===== src/rtl/alu_seq_ctrl.sv =====
// ---------------------------------------------------------------------------
// alu_seq_ctrl
//
// Multi-cycle sequencer for the 8-bit accumulator ALU. Each instruction is
// fetched over a req/ack port and decoded into ALU control fields. It then
// steps through FETCH -> DECODE -> EXEC -> (MEM) -> WB. The block owns the
// program counter and the shift-carry flag. It issues single-cycle write
// strobes in WB.
//
// Optional feature macro: MEM_TIMEOUT_EN
//   When defined, a wait counter bounds every FETCH/MEM ack wait to TIMEOUT
//   cycles. On expiry the sequencer raises a sticky err and halts.
//   When undefined, waits are unbounded and err is tied low.
//
// Instruction word (9 bits):
//   instr[8] = type (0: R-type, 1: I-type)
//   R-type : rOp = instr[7:4], reg_idx = instr[3:0]
//   I-type : iOp = instr[7:5], imm     = instr[4:0]
//
// R-type opcode map:
//   0000 ADD   0001 SUB   0010 AND   0011 OR
//   0100 XOR   0101 RXOR  0110 SLR   0111 SRR
//   1000 LW    1001 SW    1010 EQ    1011 SLT
//   1100 LA    1101 SET   1110 BR    1111 J
//
// I-type opcode map:
//   000 ADDI  001 SUBI  010 SLL  011 SRL  100/101 other accumulator ops
//   110 NOP   111 HALT
//
// Ports:
//   clk, reset_n                clock, async active-low reset
//   start                       level start request (IDLE only)
//   imem_req/addr/ack/data      instruction fetch handshake
//   type_code, r_op, i_op, imm  decoded ALU controls
//   reg_idx                     register index
//   sc_in                       held shift-carry flag to the ALU
//   alu_sc_out, alu_branch,     ALU status and result
//   alu_rslt
//   acc_we, acc_sel_mem         accumulator write strobe and source select
//   reg_we                      register-file write strobe
//   dmem_req/we/ack             data memory handshake
//   pc, halted, err             status
// ---------------------------------------------------------------------------
module alu_seq_ctrl #(
    parameter int PC_W    = 10,
    parameter int TIMEOUT = 15
) (
    input  logic            clk,
    input  logic            reset_n,
    input  logic            start,
    output logic            imem_req,
    output logic [PC_W-1:0] imem_addr,
    input  logic            imem_ack,
    input  logic [8:0]      imem_data,
    output logic            type_code,
    output logic [3:0]      r_op,
    output logic [2:0]      i_op,
    output logic [4:0]      imm,
    output logic [3:0]      reg_idx,
    output logic            sc_in,
    input  logic            alu_sc_out,
    input  logic            alu_branch,
    input  logic [7:0]      alu_rslt,
    output logic            acc_we,
    output logic            acc_sel_mem,
    output logic            reg_we,
    output logic            dmem_req,
    output logic            dmem_we,
    input  logic            dmem_ack,
    output logic [PC_W-1:0] pc,
    output logic            halted,
    output logic            err
);

    localparam logic [2:0] ST_IDLE   = 3'd0;
    localparam logic [2:0] ST_FETCH  = 3'd1;
    localparam logic [2:0] ST_DECODE = 3'd2;
    localparam logic [2:0] ST_EXEC   = 3'd3;
    localparam logic [2:0] ST_MEM    = 3'd4;
    localparam logic [2:0] ST_WB     = 3'd5;
    localparam logic [2:0] ST_HALT   = 3'd6;

    localparam logic [3:0] OP_ADD = 4'b0000;
    localparam logic [3:0] OP_SUB = 4'b0001;
    localparam logic [3:0] OP_SLR = 4'b0110;
    localparam logic [3:0] OP_SRR = 4'b0111;
    localparam logic [3:0] OP_LW  = 4'b1000;
    localparam logic [3:0] OP_SW  = 4'b1001;
    localparam logic [3:0] OP_SET = 4'b1101;
    localparam logic [3:0] OP_BR  = 4'b1110;
    localparam logic [3:0] OP_J   = 4'b1111;

    logic [2:0]      state;
    logic [8:0]      instr;
    logic            type_q;
    logic [3:0]      r_op_q;
    logic [2:0]      i_op_q;
    logic [4:0]      imm_q;
    logic [3:0]      reg_idx_q;
    logic            sc;
    logic            branch_q;
    logic            sc_out_q;
    logic [PC_W-1:0] pc_q;
    logic            timed_out;

    logic is_lw, is_sw, is_set, is_br, is_j, is_halt, wr_acc, upd_sc;

    // Instruction classification from the registered decode fields. These
    // fields are stable from EXEC through WB, so the strobes derived from
    // them are glitch-free in WB.
    always_comb begin
        is_lw   = 1'b0;
        is_sw   = 1'b0;
        is_set  = 1'b0;
        is_br   = 1'b0;
        is_j    = 1'b0;
        is_halt = 1'b0;
        wr_acc  = 1'b0;
        upd_sc  = 1'b0;
        if (type_q) begin
            is_halt = (i_op_q == 3'b111);
            wr_acc  = (i_op_q <= 3'b101);
            upd_sc  = (i_op_q <= 3'b011);
        end else begin
            is_lw  = (r_op_q == OP_LW);
            is_sw  = (r_op_q == OP_SW);
            is_set = (r_op_q == OP_SET);
            is_br  = (r_op_q == OP_BR);
            is_j   = (r_op_q == OP_J);
            wr_acc = !(is_sw || is_set || is_br || is_j);
            upd_sc = (r_op_q == OP_ADD) || (r_op_q == OP_SUB) ||
                     (r_op_q == OP_SLR) || (r_op_q == OP_SRR);
        end
    end

    // Main sequencer. The ALU operands stay fixed from DECODE onwards, so
    // alu_rslt still holds the jump or branch target when WB loads the PC.
    always_ff @(posedge clk or negedge reset_n) begin
        if (!reset_n) begin
            state     <= ST_IDLE;
            instr     <= '0;
            type_q    <= 1'b0;
            r_op_q    <= '0;
            i_op_q    <= '0;
            imm_q     <= '0;
            reg_idx_q <= '0;
            sc        <= 1'b0;
            branch_q  <= 1'b0;
            sc_out_q  <= 1'b0;
            pc_q      <= '0;
        end else begin
            case (state)
                ST_IDLE: begin
                    if (start) state <= ST_FETCH;
                end
                ST_FETCH: begin
                    if (imem_ack) begin
                        instr <= imem_data;
                        state <= ST_DECODE;
                    end else if (timed_out) begin
                        state <= ST_HALT;
                    end
                end
                ST_DECODE: begin
                    type_q    <= instr[8];
                    r_op_q    <= instr[7:4];
                    reg_idx_q <= instr[3:0];
                    i_op_q    <= instr[7:5];
                    imm_q     <= instr[4:0];
                    state     <= ST_EXEC;
                end
                ST_EXEC: begin
                    branch_q <= alu_branch;
                    sc_out_q <= alu_sc_out;
                    if (is_halt)              state <= ST_HALT;
                    else if (is_lw || is_sw)  state <= ST_MEM;
                    else                      state <= ST_WB;
                end
                ST_MEM: begin
                    if (dmem_ack)       state <= ST_WB;
                    else if (timed_out) state <= ST_HALT;
                end
                ST_WB: begin
                    if (upd_sc) sc <= sc_out_q;
                    if (is_j || (is_br && branch_q)) pc_q <= PC_W'(alu_rslt);
                    else                             pc_q <= pc_q + 1'b1;
                    state <= ST_FETCH;
                end
                ST_HALT: state <= ST_HALT;
                default: state <= ST_IDLE;
            endcase
        end
    end

`ifdef MEM_TIMEOUT_EN
    localparam int CNT_W = $clog2(TIMEOUT + 1);

    logic [CNT_W-1:0] wait_cnt;
    logic             waiting;

    assign waiting   = ((state == ST_FETCH) && !imem_ack) ||
                       ((state == ST_MEM)   && !dmem_ack);
    assign timed_out = waiting && (wait_cnt == CNT_W'(TIMEOUT - 1));

    // Wait counter runs only while an ack is outstanding. Any non-waiting
    // cycle clears it, which covers both ack arrival and state entry.
    // err is sticky until reset.
    always_ff @(posedge clk or negedge reset_n) begin
        if (!reset_n) begin
            wait_cnt <= '0;
            err      <= 1'b0;
        end else begin
            if (waiting) wait_cnt <= wait_cnt + 1'b1;
            else         wait_cnt <= '0;
            if (timed_out) err <= 1'b1;
        end
    end
`else
    logic unused_timeout;

    assign unused_timeout = |TIMEOUT;
    assign timed_out      = 1'b0;
    assign err            = 1'b0;
`endif

    // Requests are decoded straight from state, so an async reset drops
    // them immediately.
    assign imem_req    = (state == ST_FETCH);
    assign imem_addr   = pc_q;
    assign dmem_req    = (state == ST_MEM);
    assign dmem_we     = (state == ST_MEM) && is_sw;
    assign acc_we      = (state == ST_WB) && wr_acc;
    assign acc_sel_mem = (state == ST_WB) && is_lw;
    assign reg_we      = (state == ST_WB) && is_set;
    assign halted      = (state == ST_HALT);
    assign pc          = pc_q;
    assign sc_in       = sc;
    assign type_code   = type_q;
    assign r_op        = r_op_q;
    assign i_op        = i_op_q;
    assign imm         = imm_q;
    assign reg_idx     = reg_idx_q;

endmodule


===== config.mk =====
export PLATFORM = sky130hd
export DESIGN_NAME = alu_seq_ctrl
export DESIGN_NICKNAME = d
export VERILOG_FILES = /design/src/rtl/alu_seq_ctrl.sv
export SDC_FILE = /design/constraint.sdc
export NUM_CORES = 1
export LEC_CHECK = 0
export CAP_MARGIN = 10
export CORE_ASPECT_RATIO = 1.75
export CORE_MARGIN = 3
export CORE_UTILIZATION = 47
export DETAILED_ROUTE_END_ITERATION = 8
export HOLD_SLACK_MARGIN = 0.08
export PLACE_DENSITY = 0.84
export SLEW_MARGIN = 20
export SYNTH_ARGS = -nofsm -noshare
export SYNTH_HDL_FRONTEND = slang
export SYNTH_SLANG_ARGS = --single-unit

===== constraint.sdc =====
create_clock -name clk -period 4.2 [get_ports clk]
set_input_delay 0.84 -clock clk [delete_from_list [all_inputs] [get_ports clk]]
set_output_delay 0.84 -clock clk [all_outputs]
set_load 0.02 [all_outputs]

======== Word level (Yosys, flattened, before mapping) ========
Index checks and enable logic that the tools add are counted.
storage, ports and cells
  register bits ........................... 42
  latch bits .............................. 0
  bits in writable memories ............... 0
  bits in read-only memories .............. 0
  input bits .............................. 24
  output and inout port bits .............. 46
  logic and storage cells ................. 66
  memories kept ........................... 0
cells by class
  add/subtract/negate cells ............... 1
  multiply operators ...................... 0
  divide/modulo/power cells ............... 0
  order comparisons ....................... 2
  equality and inequality tests ........... 18
  shift-type cells ........................ 0
  multiplexer cells ....................... 15
  bitwise gates (word level) .............. 0
  reductions and logical operators ........ 19
operator list
  cell                                                                    number
  3-bit case mux with 7 select lines                                      1
  4-bit equality test (second input constant)                             5
  3-bit equality test (second input constant)                             4
  10-bit by 1-bit adder with 10-bit output (second input constant)        1
  10-bit 2-to-1 mux                                                       1
  1-bit 2-to-1 mux                                                        9
  3-bit 2-to-1 mux                                                        3
  4-bit by 3-bit equality test with 1-bit output (second input constant)  2
  1-bit logical OR                                                        8
  3-bit by 2-bit equality test with 1-bit output (second input constant)  2
  1-bit logical AND                                                       5
  4-bit by 1-bit equality test with 1-bit output (second input constant)  1
  4-bit zero test                                                         1
  2-bit by 1-bit != test with 1-bit output (second input constant)        2
  2-bit AND reduction                                                     2
  3-bit by 1-bit equality test with 1-bit output (second input constant)  1
  3-bit by 2-bit <= comparator with 1-bit output (second input constant)  1
  3-bit <= comparator (second input constant)                             1
  3-bit zero test                                                         1
  3-bit AND reduction                                                     1
  2-bit 2-to-1 mux                                                        1
  2-bit != test (second input constant)                                   1
  1-bit zero test                                                         1

======== Longest topological paths before layout ========
  depth after elaboration ................. 7
  depth in mapped cells ................... 7
  mapped depth without buffers ............ 5

======== Worst setup path after synthesis ========
No wires, ideal clock.
  kind .................................... register to output
  start point ............................. register r_op_q[2], in the netlist r_op[2]
  end point ............................... output acc_sel_mem
  arrival time ............................ 1.579 ns
  required time ........................... 3.360 ns
  path slack .............................. 1.781 ns
  stages on the path, launching flop included .. 4
  path buffers ............................ 1
  path through ............................ dfrtp_1 buf_4 or2b_1 nor4_1
between the ends
  cells in the longest elaborated chain, start to end .. 3
ends and longest elaborated chain
  item                    RTL line  source
  from (decl)             96        logic [3:0] r_op_q;
  from (signal assigned)  166       r_op_q <= instr[7:4];
  4-bit equality test     125       is_lw = (r_op_q == OP_LW);
  1-bit 2-to-1 mux        120       if (type_q) begin
  1-bit logical AND       233       assign acc_sel_mem = (state == ST_WB) && is_lw;
  to (decl)               65        output logic acc_sel_mem,
No other way between the ends.

======== Final worst setup path ========
  start point ............................. register state[1]
  end point ............................... output reg_we
between the ends
  cells in the longest elaborated chain, start to end .. 2
ends and longest elaborated chain
  item                    RTL line  source
  from (decl)             93        logic [2:0] state;
  from (signal assigned)  140       state <= ST_IDLE;
  from (signal assigned)  154       if (start) state <= ST_FETCH;
  from (signal assigned)  159       state <= ST_DECODE;
  3-bit equality test     234       assign reg_we = (state == ST_WB) && is_set;
  1-bit logical AND       234
  to (decl)               66        output logic reg_we,
No other way between the ends.

==> impl_results.md <==
- R2r endpoint: sc_in
- Largest net degree at the start of global routing: 35
- Final setup fails: 0
- CTS Buffer Depth: 2
- HPWL Detailed: 3.086 mm
- CTS tree: yes
- Main flop type after synthesis: dfrtp_1
- Total GRT Usage: 18.76%
- DRC Markers: 0
- Origin of the worst min-delay path: instr[1]
- Post-CTS Resized: 0
- DR pass1 iterations: 4
- CTS Hold Bufs: 0
- Via count: approximately 1,500
- Vias in the first global route: around 1,400
- Net Count, Synth: 200
- Pwr Total: 1.875 mW
- Startpoint types: flop
- Final std cells w/o fill: 270
- Post-route cell area: 2496 sq um
- First-pass GRT wire length: roughly 6.4 mm
- Average cell area after synthesis: between 10 and 15 sq um
- Area share of the largest cell type after synthesis: 45.64%
- Remaining Overflow, GRT: 0
- Die width: about 54 um
- Hold Crit Class: flop to flop
- R2R Setup Slk: about 2.3 ns
- Clk Latency, worst-skew pair: 0.29 ns
- Final wirelength: 4.122 mm
- Leak pwr: approximately 1.0 nW
- Area leader, netlist: dfrtp_1
- Cell Count Post-Placement: around 260
- I/O Buffers: 68
- Gate Count Post-Synth: between 150 and 200
- Clock transition at path regs: 0.07 ns
- RSZ-0062 raised after global routing: false
- Critical Path RT: 3.36 ns
- Initial antenna violation count: 0
- Post-Route Skew: approximately 0.0076 ns
- Area of the core: between 3000 and 4000 sq um
- Iteration-0 DRC Markers: 22
- Num CTS Buffers: 5
- Ys Warns: 0
- Syn Std Cell Area: around 1900 sq um
- Initial Util: 49.88%
- Register area share after synthesis: between 40% and 50%
- DP Area: 2405 sq um
- Post-synth EDFFs: 0
- Fillers: 299
- Async set-or-reset flop fraction in the synthesized netlist: 100.0%
- Vias/cell: 5.385
- FF-to-FF Start: state[0]
- CTS root buf: clkbuf_8
- Area growth syn-to-layout: 33.89%
- FMAX: around 320 MHz
- Post-CTS Setup Repair Bufs: 0
- Worst VDD drop: 537.9 uV
- PwrDens: roughly 750 nW/um^2
- Post-Route Setup TNS: 0 ns
- Final #Nets: 248
- Worst Path Max Fanout: 13
- Row cnt: 29
- Slew Limit Fails: 0
- Die area: 4788 sq um
- Hold Fails Final Rpt: 0
- Clk sinks: 34
- Ports: 70
- Period utilisation layout: 74.02%
- Antenna-violating nets left: 0
- FF-to-FF path depth: 4
- Antenna cells: 0
- Synth top cells by count: dfrtp_1, buf_4, mux2_2, nand2_1
- WL per Instance: 15.27 um
- Worst EP arrival: around 2.3 ns
- Hold EP: instr[1]
- Hold path depth: 1
- Cell with the most instances after synthesis: dfrtp_1
- Minimum clock period: 3.109 ns
- GP Congestion: between 0.8 and 0.9
- Layout cell share with drive strength beyond 1: 16.52%
- Most area-consuming cells after synthesis: dfrtp_1, mux2_2, buf_4
- Relative slew margins: 48.25%
- Yosys reg bits: 34
- Worst hold slack: 0.5078 ns
- Max capacitance violation total: 0
- Worst Path Class, Setup: flop to output pin
- Die height: ~89 um
- Outcome: completed
- Max H-tree Level: 2
- Netlist cell types: 45
- Worst Setup End Kind: output pin
- Worst Tran Pin Value: between 0.7 and 0.8 ns
## per-layer routing
| metal | up-vias | wire length (um) | global-route usage [%] | share of wire, % |
|---|---|---|---|---|
| li1 | 705 | - | - | - |
| met2 | 55 | 2168 | 31.84 | 53 |
| met4 | 0 | 87 | 8.837 | 2.1 |
| met3 | 8 | 252 | 5.175 | 6.1 |
| met5 | - | 0 | 0 | 0 |
| met1 | 686 | 1614 | 21.24 | 39 |
## worst max path at each step
stage | start | endpoint | slack [ns] | cells past startpoint
detailed placement | state[1] | acc_sel_mem | 1.36 | 4
floorplan | r_op[2] | acc_sel_mem | 1.78 | 3
global placement | state[1] | acc_sel_mem | 1.43 | 4
finish | state[1] | reg_we | 1.09 | 4
CTS | state[1] | acc_sel_mem | 1.06 | 4
global route | state[1] | acc_sel_mem | 0.90 | 4
## metrics by stage
| step | utilization, % | worst slack, ns |
|---|---|---|
| global placement | 64.35 | 1.425 |
| detailed placement | 64.35 | 1.357 |
| global route | 66.79 | 0.9012 |
| CTS | 66.79 | 1.056 |
| finish | 66.79 | 1.091 |
| floorplan | - | 1.781 |
## final cells by class
class	instances	area [sq um]	share of cell area, %
Timing Repair Buffer	69	688.2	27.57
Clock inverter	1	5.005	0.2005
Sequential cell	34	850.8	34.09
Clock buffer	7	86.33	3.459
Inverter	4	15.01	0.6015
Multi-Input combinational cell	109	793.3	31.78
Tap cell	46	57.56	2.306
## critical path, cell delays in order, from the launching register on
cell and delay [ns]:
dfrtp_1 0.47, inv_1 0.14, nand3_1 0.39, nor3_1 0.34
clkdlybuf4s50_1 0.64
## state kept, by name (all words and copies together), names as in the netlist
name	cells
state	3
r_op	4
type_code	1
sc_out_q	1
imm	4
imem_addr	10
instr	9
branch_q	1
sc_in	1
## kinds of logic (layout without fill, tap and decap cells)
| kind of cell | Yosys count | after routing | synth area share [%] |
|---|---|---|---|
| other | 1 | 1 | 0.2011 |
| AO/OA/AOI/OAI | 28 | 28 | 11.14 |
| adder cells (fa/ha/maj) | 1 | 1 | 0.6710 |
| AND/OR/NAND/NOR | 53 | 53 | 15.24 |
| multiplexers | 25 | 25 | 14.83 |
| XOR/XNOR | 1 | 1 | 0.4699 |
| flip-flops | 34 | 34 | 45.64 |
| buffers and inverters | 32 | 81 | 11.81 |
## layout by cell type (no fill, tap or decap), types with 2 or more instances in the layout
cell,netlist,layout
inv_1,4,4
o21ai_0,6,6
o22ai_1,2,2
o311ai_0,2,2
a21oi_2,4,4
nor3_1,3,3
mux2_2,21,21
a2bb2oi_1,3,3
nand4_1,3,3
and4_1,2,2
a21oi_1,3,3
mux2i_1,4,4
dfrtp_1,34,34
clkbuf_8,0,6
nor2_1,9,9
clkdlybuf4s50_1,0,68
nor4_1,2,2
nand3_1,9,9
nand2b_1,2,2
nand2_1,12,12
## report_power, final
| part | switching [mW] | total [mW] | internal, mW |
|---|---|---|---|
| clock | 0.118 | 0.250 | 0.132 |
| sequential | 0.190 | 0.667 | 0.477 |
| combinational | 0.458 | 0.958 | 0.500 |
(Power assumes the default switching activity.)
